===== src/rtl/servo_cmd_ramp_if.sv =====
// Command channel into the servo ramp block: a pulse-width request
// carried over a valid/ready handshake.
interface servo_cmd_ramp_if;
   logic        cmd_valid;
   logic        cmd_ready;
   logic [10:0] cmd_width;

   modport master (
      output cmd_valid,
      output cmd_width,
      input  cmd_ready
   );

   modport slave (
      input  cmd_valid,
      input  cmd_width,
      output cmd_ready
   );
endinterface


===== src/rtl/servo_cmd_ramp.sv =====
// Servo command ramp: clamps accepted pulse-width commands and slews the PWM
// width toward the target by at most STEP ticks, once per servo frame.
module servo_cmd_ramp #(
   parameter int FRAME_CYCLES = 2049024,
   parameter int MIN_WIDTH    = 50,
   parameter int MAX_WIDTH    = 250,
   parameter int RESET_WIDTH  = 150,
   parameter int STEP         = 5
) (
   input  logic                  clk,
   input  logic                  rst_n,
   servo_cmd_ramp_if.slave       cmd,
   output logic [10:0]           width_out,
   output logic                  at_target,
   output logic                  frame_tick
);

   localparam int              CW       = (FRAME_CYCLES > 1) ? $clog2(FRAME_CYCLES) : 1;
   localparam logic [CW-1:0]   CNT_LAST = CW'(FRAME_CYCLES - 1);
   localparam logic [10:0]     MIN_W    = 11'(MIN_WIDTH);
   localparam logic [10:0]     MAX_W    = 11'(MAX_WIDTH);
   localparam logic [10:0]     RST_W    = 11'(RESET_WIDTH);
   localparam logic [10:0]     STEP_W11 = 11'(STEP);
   localparam logic [11:0]     STEP_W12 = 12'(STEP);

   logic [CW-1:0]      cnt_r;
   logic [CW-1:0]      cnt_nxt_s;
   logic               tick_r;
   logic [10:0]        target_r;
   logic [10:0]        target_nxt_s;
   logic [10:0]        width_r;
   logic [10:0]        width_nxt_s;
   logic               pend_valid_r;
   logic               pend_valid_nxt_s;
   logic [10:0]        pend_r;
   logic [10:0]        pend_nxt_s;
   logic               ready_r;
   logic               at_target_r;
   logic               xfer_s;
   logic [10:0]        next_target_s;
   logic signed [11:0] diff_s;
   logic [11:0]        mag_s;

   function automatic logic [10:0] clamp_width(input logic [10:0] w);
      logic [10:0] r;
      if (w < MIN_W) begin
         r = MIN_W;
      end else if (w > MAX_W) begin
         r = MAX_W;
      end else begin
         r = w;
      end
      return r;
   endfunction

   // Next-state logic for frame counter, pending buffer, target and ramped width.
   always_comb begin
      cnt_nxt_s     = (cnt_r == CNT_LAST) ? {CW{1'b0}} : cnt_r + CW'(1'b1);
      xfer_s        = cmd.cmd_valid & ready_r;
      next_target_s = pend_valid_r ? pend_r : target_r;
      diff_s        = $signed({1'b0, next_target_s}) - $signed({1'b0, width_r});
      mag_s         = diff_s[11] ? $unsigned(-diff_s) : $unsigned(diff_s);

      if (tick_r) begin
         target_nxt_s = next_target_s;
         if ((STEP == 0) || (mag_s <= STEP_W12)) begin
            width_nxt_s = next_target_s;
         end else if (diff_s[11]) begin
            width_nxt_s = width_r - STEP_W11;
         end else begin
            width_nxt_s = width_r + STEP_W11;
         end
      end else begin
         target_nxt_s = target_r;
         width_nxt_s  = width_r;
      end

      // A transfer implies the buffer was empty, so a same-cycle tick cannot consume it.
      if (xfer_s) begin
         pend_valid_nxt_s = 1'b1;
         pend_nxt_s       = clamp_width(cmd.cmd_width);
      end else if (tick_r) begin
         pend_valid_nxt_s = 1'b0;
         pend_nxt_s       = pend_r;
      end else begin
         pend_valid_nxt_s = pend_valid_r;
         pend_nxt_s       = pend_r;
      end
   end

   // State and registered-output update with synchronous active-low reset.
   always_ff @(posedge clk) begin
      if (!rst_n) begin
         cnt_r        <= {CW{1'b0}};
         tick_r       <= 1'b0;
         target_r     <= RST_W;
         width_r      <= RST_W;
         pend_valid_r <= 1'b0;
         pend_r       <= RST_W;
         ready_r      <= 1'b1;
         at_target_r  <= 1'b1;
      end else begin
         cnt_r        <= cnt_nxt_s;
         tick_r       <= (cnt_nxt_s == CNT_LAST);
         target_r     <= target_nxt_s;
         width_r      <= width_nxt_s;
         pend_valid_r <= pend_valid_nxt_s;
         pend_r       <= pend_nxt_s;
         ready_r      <= ~pend_valid_nxt_s;
         at_target_r  <= (width_nxt_s == target_nxt_s) & ~pend_valid_nxt_s;
      end
   end

   assign cmd.cmd_ready = ready_r;
   assign width_out     = width_r;
   assign at_target     = at_target_r;
   assign frame_tick    = tick_r;

endmodule


===== src/flat_wrapper.sv =====
// flat-port wrapper written by rule: the top's interface ports become plain ports
module servo_cmd_ramp_flat 
#(
   parameter int FRAME_CYCLES = 2049024,
   parameter int MIN_WIDTH    = 50,
   parameter int MAX_WIDTH    = 250,
   parameter int RESET_WIDTH  = 150,
   parameter int STEP         = 5
)
  (clk, rst_n, width_out, at_target, frame_tick, cmd_cmd_valid, cmd_cmd_width, cmd_cmd_ready);
  servo_cmd_ramp_if cmd_i ();
  input  logic clk;
  input  logic rst_n;
  output logic [10:0] width_out;
  output logic at_target;
  output logic frame_tick;
  input wire logic [$bits(cmd_i.cmd_valid)-1:0] cmd_cmd_valid;
  input wire logic [$bits(cmd_i.cmd_width)-1:0] cmd_cmd_width;
  output wire logic [$bits(cmd_i.cmd_ready)-1:0] cmd_cmd_ready;
  assign cmd_i.cmd_valid = cmd_cmd_valid;
  assign cmd_i.cmd_width = cmd_cmd_width;
  assign cmd_cmd_ready = cmd_i.cmd_ready;
  servo_cmd_ramp #(.FRAME_CYCLES(FRAME_CYCLES), .MIN_WIDTH(MIN_WIDTH), .MAX_WIDTH(MAX_WIDTH), .RESET_WIDTH(RESET_WIDTH), .STEP(STEP)) u_core (.clk(clk), .rst_n(rst_n), .cmd(cmd_i), .width_out(width_out), .at_target(at_target), .frame_tick(frame_tick));
endmodule

===== config.mk =====
export PLATFORM = sky130hd
export DESIGN_NAME = servo_cmd_ramp_flat
export DESIGN_NICKNAME = d
export VERILOG_FILES = /design/src/rtl/servo_cmd_ramp_if.sv /design/src/rtl/servo_cmd_ramp.sv /design/src/flat_wrapper.sv
export SDC_FILE = /design/constraint.sdc
export NUM_CORES = 1
export LEC_CHECK = 0
export ABC_AREA = 1
export CAP_MARGIN = 20
export CORE_ASPECT_RATIO = 1.5
export CORE_MARGIN = 1
export CORE_UTILIZATION = 30
export CTS_BUF_LIST = sky130_fd_sc_hd__clkbuf_16
export CTS_CLUSTER_SIZE = 25
export DETAILED_ROUTE_END_ITERATION = 10
export PLACE_DENSITY = 0.55
export RECOVER_POWER = 25
export SYNTH_ARGS = -nofsm -noshare
export SYNTH_HDL_FRONTEND = slang
export SYNTH_SLANG_ARGS = --single-unit
export TNS_END_PERCENT = 5

===== constraint.sdc =====
create_clock -name clk -period 8.31 [get_ports clk]
set_input_delay 2.0775 -clock clk [delete_from_list [all_inputs] [get_ports clk]]
set_output_delay 2.0775 -clock clk [all_outputs]
set_load 0.03 [all_outputs]

; ---- Word-level counts from Yosys, hierarchy flattened
; Index checks and enable logic that the tools add are counted.
[op_classes]
n_addsub = 5
order_cmp = 3
eq_ne = 3
n_mux = 11
bitwise_logic = 3
[ops]
columns = op, n
row1 = $mux W11, 7
row2 = $eq A21 B21 Y1 const B, 2
row3 = $add A21 B1 Y21 const B, 1
row4 = $mux W21, 1
row5 = $le A12 B3 Y1 const B, 1
row6 = $mux W12, 1
row7 = $neg A12 Y12, 1
row8 = $sub A11 B11 Y12, 1
row9 = $add A11 B3 Y11 const B, 1
row10 = $eq A11 B11 Y1, 1
row11 = $gt A11 B8 Y1 const B, 1
row12 = $lt A11 B6 Y1 const B, 1
row13 = $sub A11 B3 Y11 const B, 1
row14 = $and A1 B1 Y1, 2
row15 = $mux W1, 2
row16 = $not A1 Y1, 1
[word_totals]
regBits = 58
elab_cells = 33

; ---- Logic depth before layout (Yosys ltp)
; Gate-level depths: netlist of the first run.
[depth]
depth_word = 9
ltp_mapped = 29

; ---- Worst setup path before layout of the first run
; OpenSTA, ideal clock, no wires.
[synth_timing]
kind = register to register
start = reg u_core.pend_valid_r
end = reg u_core.at_target_r, in the netlist u_core.at_target
arrival_ns = 3.301
slack_ns = 4.883
stages_incl_launch_ff = 26
path_buffers = 2
synth_period_minus_slack_ns = 3.427
path_cell_list = dfxtp_1 > buf_1 > nand2_1 > o21ai_0 > ha_1 > buf_2 > nand2_1 > a21oi_1 > nor2_2 > nand2_2 > nor2_8 > ha_1 > a21oi_1 > o21ai_0 > a21oi_1 > o21ai_0 > xnor2_1 > inv_1 > nand2_1 > nand3_2 > o211ai_1 > nand2_1 > nand2_1 > nor2_1 > nand3_1 > nand2_1
[synth_between]
elab_chain_len = 9
word_cells_on_any_way = 14
[synth_lines]
columns = element, line
row1 = "start, declared", servo_cmd_ramp.sv:33  ; logic pend_valid_r;
row2 = "start signal, assigned", servo_cmd_ramp.sv:107  ; pend_valid_r <= pend_valid_nxt_s;
row3 = $mux W11, servo_cmd_ramp.sv:60  ; next_target_s = pend_valid_r ? pend_r : target_r;
row4 = $sub A11 B11 Y12, servo_cmd_ramp.sv:61  ; diff_s = $signed({1'b0, next_target_s}) - $signed({1'b0, width_r});
row5 = $neg A12 Y12, servo_cmd_ramp.sv:62  ; mag_s = diff_s[11] ? $unsigned(-diff_s) : $unsigned(diff_s);
row6 = $mux W12, servo_cmd_ramp.sv:62
row7 = $le A12 B3 Y1, servo_cmd_ramp.sv:66  ; if ((STEP == 0) || (mag_s <= STEP_W12)) begin
row8 = $mux W11, servo_cmd_ramp.sv:66
row9 = $mux W11, servo_cmd_ramp.sv:64  ; if (tick_r) begin
row10 = $eq A11 B11 Y1, servo_cmd_ramp.sv:110  ; at_target_r <= (width_nxt_s == target_nxt_s) & ~pend_valid_nxt_s;
row11 = $and A1 B1 Y1 *, servo_cmd_ramp.sv:110
row12 = "end signal, assigned", servo_cmd_ramp.sv:110
row13 = "end, declared", servo_cmd_ramp.sv:38  ; logic at_target_r;
; Mark *: on every way between the ends. The rest lies on a longest branch, timed or not.
; A chain may end at the register's enable or synchronous reset.

; ---- Worst setup path in the final report of the first run
; Ends and elaborated chain as after synthesis.

==> metrics.cfg, run 1 <==
[outcome]
status=completed

[placed_design]
routabilityCongestion=0.824
dp_hpwl_mm=9.73
dpl_cell_area_mm2=0.00496
place_inst=940
port_buffers=27
pre_cts_slack_ns=3.87

[cells_and_area]
diodes=0
area_growth_pct=15.2
multi_input_area_mm2=0.00283
finalNonFillerCells=956
ff_latch_area_mm2=0.00116
final_cell_area_mm2=0.00521
layout-drive-gt1-share_pct=7.11
fillers=1637
fin_util_pct=35.6
fin_nets=793

[critical_path]
startpoint_type=register
worstSetupEndpoint=u_core.at_target
worstSetupPathDepth=24
startpoint=u_core.pend_valid_r
worstPathRequired_ns=8.57
path_delay_family=simple AND/OR/NAND/NOR gates
crit_top_cell=nand2_1
cp_max_fo=22
slowest_stage=dfxtp_1
crit_type=reg -> reg
max_stage_delay_ns=0.72
rr_worst_depth=24
reg2reg_slack_ns=3.74
path_buf_inv=3
crit_path_end_kind=register
cp.arrival_ns=4.83
r2r_start=u_core.pend_valid_r
path_cells=nand2_1 -> o21ai_0 -> inv_1 -> ha_1 -> nand2_1 -> a21oi_1 -> nor2_2 -> nand3_2 -> ha_1 -> inv_1 -> nor3_1 -> a21oi_1 -> o21ai_0 -> xnor2_1 -> inv_1 -> nand2_1 -> nand3_2 -> o21ai_2 -> nand2_1 -> nand2_1 -> nand2_1 -> nor2_1 -> nand3_1 -> nand2_1
rr_endpoint=u_core.at_target

[routing]
dr.pass1.iters=5
drc_errors=0
viasPerCell=4.70
routed_wl_mm=12.1
dr_total_vias=4493
wl_per_cell_um=12.6
postRouteAntennaNets=0
drt_iter0_drc=181

[clocking]
cts_resized=0
cts_root_buffer=clkbuf_16
clkTransAtPathRegs_ns=0.05
cts_hold_buffers=0
cts_inserted_buffers=9
cts_setup_buffers=0
cts_max_level=3
cts_tree=yes
clock_sinks=58
clockBufferDepth=2
clk_latency_ns=0.33

[timing]
min_period_over_period_pct=55.0
fin_ws_ns=3.74
hold_violations=0
rsz0062_at_grt=no
finalCriticalPeriod_ns=4.57
tns_ns=0
maxSlewViolCount=0
finClkSkew_ns=0.00706
worst_pin_slew_ns=0.772
slew_headroom_pct=47.9
timing.fmax_ghz=0.219
final-setup-viol-count=0

[global_routing]
grtUsageTotal_pct=16.3
grt_start_max_net_pins=27
grt_antenna_before_repair=0
first_global_vias=4357
grt-ovfl-total=0
grt_first_pass_wirelength_mm=20.1

[floorplanning]
die_y_um=152
ios=28
start_util_pct=30.8
core_mm2=0.0147
die_area_mm2=0.0156
die_w_um=102
num_rows=54

[power]
cellLeakagePower_uw=0.00238
irDropWorstVdd_mv=0.116
p_per_area_mw_per_mm2=163

[yosys]
yosysWarnings=0
synth.distinct_cells=46
synth_edf_count=0
syn_nets=771
synthCells=733
synth_area_mm2=0.00452
ys_seq_elements=58
synth_common_cells=195 x nand2_1, 109 x inv_1, 92 x nor2_1
ys_top_cells_by_area=dfxtp_1 26%, nand2_1 16%, inv_1 9.0%
synth_most_common_cell=nand2_1
synth_seq_area_share_pct=25.7
yosysTopAreaCell=dfxtp_1
synthArstFlopShare_pct=0
synthFlopType=dfxtp_1
postSynthAreaPerCell_um2=6.17
synth_top_cell_area_share_pct=25.7

[flow_run]
cap_violations=0

[worst_hold_path]
hold_class=reg -> reg

[worst min-delay path by stage]
stage,start,to,depth (start not counted)
floorplan,u_core.cnt_r[0],u_core.cnt_r[0],1
global placement,u_core.cnt_r[0],u_core.cnt_r[0],1
detailed placement,u_core.cnt_r[0],u_core.cnt_r[0],1
CTS,u_core.cnt_r[0],u_core.cnt_r[0],1
global route,u_core.pend_r[10],u_core.pend_r[10],2
finish,u_core.cnt_r[0],u_core.cnt_r[0],1
[power by group]
group,leakage (µW),internal [µW],switching [µW]
Clock,0.000134,194,120
Sequential,0.000471,284,4.69
Combinational,0.00178,85.9,158
[cells in the final DEF (no fill, tap or decap), drive strengths merged, types with 2 or more instances in the layout]
master           n
nor2           100
xor2             8
o2111ai          2
nor3            15
nor3b            2
fa               2
o211ai           4
o22ai            2
clkinv           8
o21ai           28
dlygate4sd3      8
nand4           13
xnor2            6
nand3b           5
inv            115
o221ai           2
dfxtp           58
a21oi           37
nand2          202
nand3           73
clkdlybuf4s50   19
or2              2
ha              22
o31ai            2
a21boi           2
buf              2
clkbuf           9
nor4             5
[flip-flops by register name, indices dropped and copies added, names as in the netlist]
name,flops
u_core.cnt_r,21
u_core.pend_r,11
u_core.target_r,11
u_core.width_out,11
u_core.at_target,1
u_core.cmd.cmd_ready,1
u_core.frame_tick,1
u_core.pend_valid_r,1
[metrics by stage]
| step | total power (µW) | hold WS (ns) |
|---|---|---|
| 6_report | 847 | 0.445 |
| 4_1_cts | 856 | 0.444 |
| 5_1_grt | 903 | 0.466 |
| 3_5_place_dp | 536 | 0.437 |
| 2_1_floorplan | 482 | 0.417 |
| 3_3_place_gp | 538 | 0.427 |
[logic make-up after synthesis]
kind of cell | synth area share [%]
AOI/OAI and AO/OA | 10.9
adders and majority gates | 6.97
muxes | 0.221
and+or+nand+nor | 41.8
DFF | 25.7
xor gates and xnor gates | 2.71
buffers and inverters | 11.7
[routing by layer]
metal,vias up,part of all wire (%),track usage (%)
met5,-,0,0
met4,0,2.8,6.87
met3,21,2.3,1.88
met2,62,52,30.2
met1,2015,43,18.3
li1,2395,-,-
[area by class of cell]
type,count,area share [%]
Clock buffer,9,4.32
Clock inverter,7,0.552
Inverter,116,8.35
Multi-Input combinational cell,541,54.3
Sequential cell,58,22.3
Tap cell,196,4.70
Timing Repair Buffer,29,5.47
Note: power is estimated with default switching activity, not from simulation.
==> run 2, diff against run 1 <==
Clock period 8.31 ns to 4.32 ns, I/O delays scaled along.
==> metrics.cfg, run 2 (same netlist as run 1, synthesis figures left out) <==
[global_routing]
grt_start_max_net_pins=27
grt_first_pass_wirelength_mm=20.1
grt_antenna_before_repair=0
grt-ovfl-total=0
first_global_vias=4350
grtUsageTotal_pct=16.4

[cells_and_area]
multi_input_area_mm2=0.00284
layout-drive-gt1-share_pct=9.30
fin_nets=808
ff_latch_area_mm2=0.00116
regMostFlops=u_core.cnt_r
diodes=0
fillers=1625
finalNonFillerCells=970
area_growth_pct=18.4
mostFrequentLayoutCells=195 x nand2_1, 111 x inv_1, 92 x nor2_1
final_common_cell=nand2_1
largest_reg_flops=21

[floorplanning]
start_util_pct=30.8
die_w_um=102
num_rows=54
die_y_um=152
core_mm2=0.0147
ios=28
die_area_mm2=0.0156

[routing]
viasPerCell=4.66
routed_wl_mm=11.9
drt_iter0_drc=150
wl_per_cell_um=12.3
drc_errors=0
dr_total_vias=4522
dr.pass1.iters=5
postRouteAntennaNets=0

[critical_path]
max_stage_delay_ns=0.41
cp_max_fo=12
startpoint_type=register
slowest_stage=dfxtp_2
crit_top_cell=nand2_1
crit_path_end_kind=register
worstPathRequired_ns=4.57
cp.arrival_ns=4.11
crit_type=reg -> reg

[power]
irDropWorstVdd_mv=0.252
p_per_area_mw_per_mm2=318
cellLeakagePower_uw=0.00247
intPower_uw=1160
clkPwrFrac_pct=38.9
p_comb_share_pct=28.7
p_switching_uw=539
swShare_pct=31.7
seqPwrFrac_pct=32.5

[timing]
maxSlewViolCount=0
finalCriticalPeriod_ns=3.86
worst_pin_slew_ns=0.724
tns_ns=0
slew_headroom_pct=51.4
finClkSkew_ns=0.00712
rsz0062_at_grt=no
final-setup-viol-count=0
fin_ws_ns=0.464
timing.fmax_ghz=0.259
hold_violations=0
min_period_over_period_pct=89.3

[flow_run]
cap_violations=0

[clocking]
clk_latency_ns=0.32
cts_hold_buffers=0
clkTransAtPathRegs_ns=0.05
cts_tree=yes
cts_max_level=3
cts_root_buffer=clkbuf_16
clock_sinks=58
cts_inserted_buffers=9
clockBufferDepth=2

[placed_design]
routabilityCongestion=0.890
pre_cts_slack_ns=0.248
dp_hpwl_mm=9.58
place_inst=953
port_buffers=27

[outcome]
status=completed

[worst_hold_path]
hold_class=reg -> reg

-- run 2: cell count changes in the layout (fill, tap and decap cells not counted) --
cell / delta
buf_4: +15
bufinv_16: +1
clkdlybuf4s50_1: +4
clkinv_1: -2
dfxtp_1: -1
dfxtp_2: +1
dlygate4sd3_1: -4
ha_1: -1
ha_2: +1
nor2_2: -1
nor2_4: +1
-- run 2: timing repair --
item | in CTS | in global routing
endpoints found under the setup margin | 0 | 1
gates resized for setup | 0 | 3
buffers inserted | 0 | 2
-- run 2: layout make-up --
cell class	instances	area share, %
clock buffers	9	4.20
clock inverters	6	0.958
inverters	116	8.13
multi-input cells	541	53.0
flip-flops and latches	58	21.7
well taps	196	4.58
repair buffers	44	7.43
-- run 2: final timing paths --
check	slack, ns	from	cells after the start	to
min reg2reg	0.44	u_core.pend_r[8]	2	u_core.pend_r[8]
min	0.44	u_core.pend_r[8]	2	u_core.pend_r[8]
max	0.46	u_core.pend_valid_r	25	u_core.at_target
max reg2reg	0.46	u_core.pend_valid_r	25	u_core.at_target
-- run 2: per-layer routing --
metal	track usage (%)	part of all wire, %	vias up
met5	0	0	-
met4	6.53	1.4	0
met3	2.71	1.4	10
met2	29.2	53	41
met1	19.0	44	2044
li1	-	-	2427
-- run 2: critical path, delay by kind of cell, from the launching register on --
family                     cells  cell delay [ns]
xor gates and xnor gates       1             0.15
AOI/OAI and AO/OA              4             0.56
adders and majority gates      2             0.72
DFF                            1             0.41
buffers and inverters          4             0.49
and+or+nand+nor               14             1.45
-- run 2: per-stage QoR --
step	utilization [%]	instance area [µm²]	hold WS, ns	total power (µW)
6_report	36.5	5360	0.443	1700
4_1_cts	36.4	5330	0.441	1720
5_1_grt	36.5	5360	0.463	1810
3_3_place_gp	34.5	5060	0.426	1050
2_1_floorplan	-	4520	0.417	928
3_5_place_dp	34.5	5060	0.432	1040
-- run 2: power by group through the flow --
stage | Combinational [µW] | Sequential, µW | Clock [µW]
floorplan | 364 | 564 | 0
global placement | 484 | 563 | 0
detailed placement | 479 | 563 | 0
CTS | 482 | 552 | 683
global route | 552 | 553 | 709
finish | 488 | 553 | 661
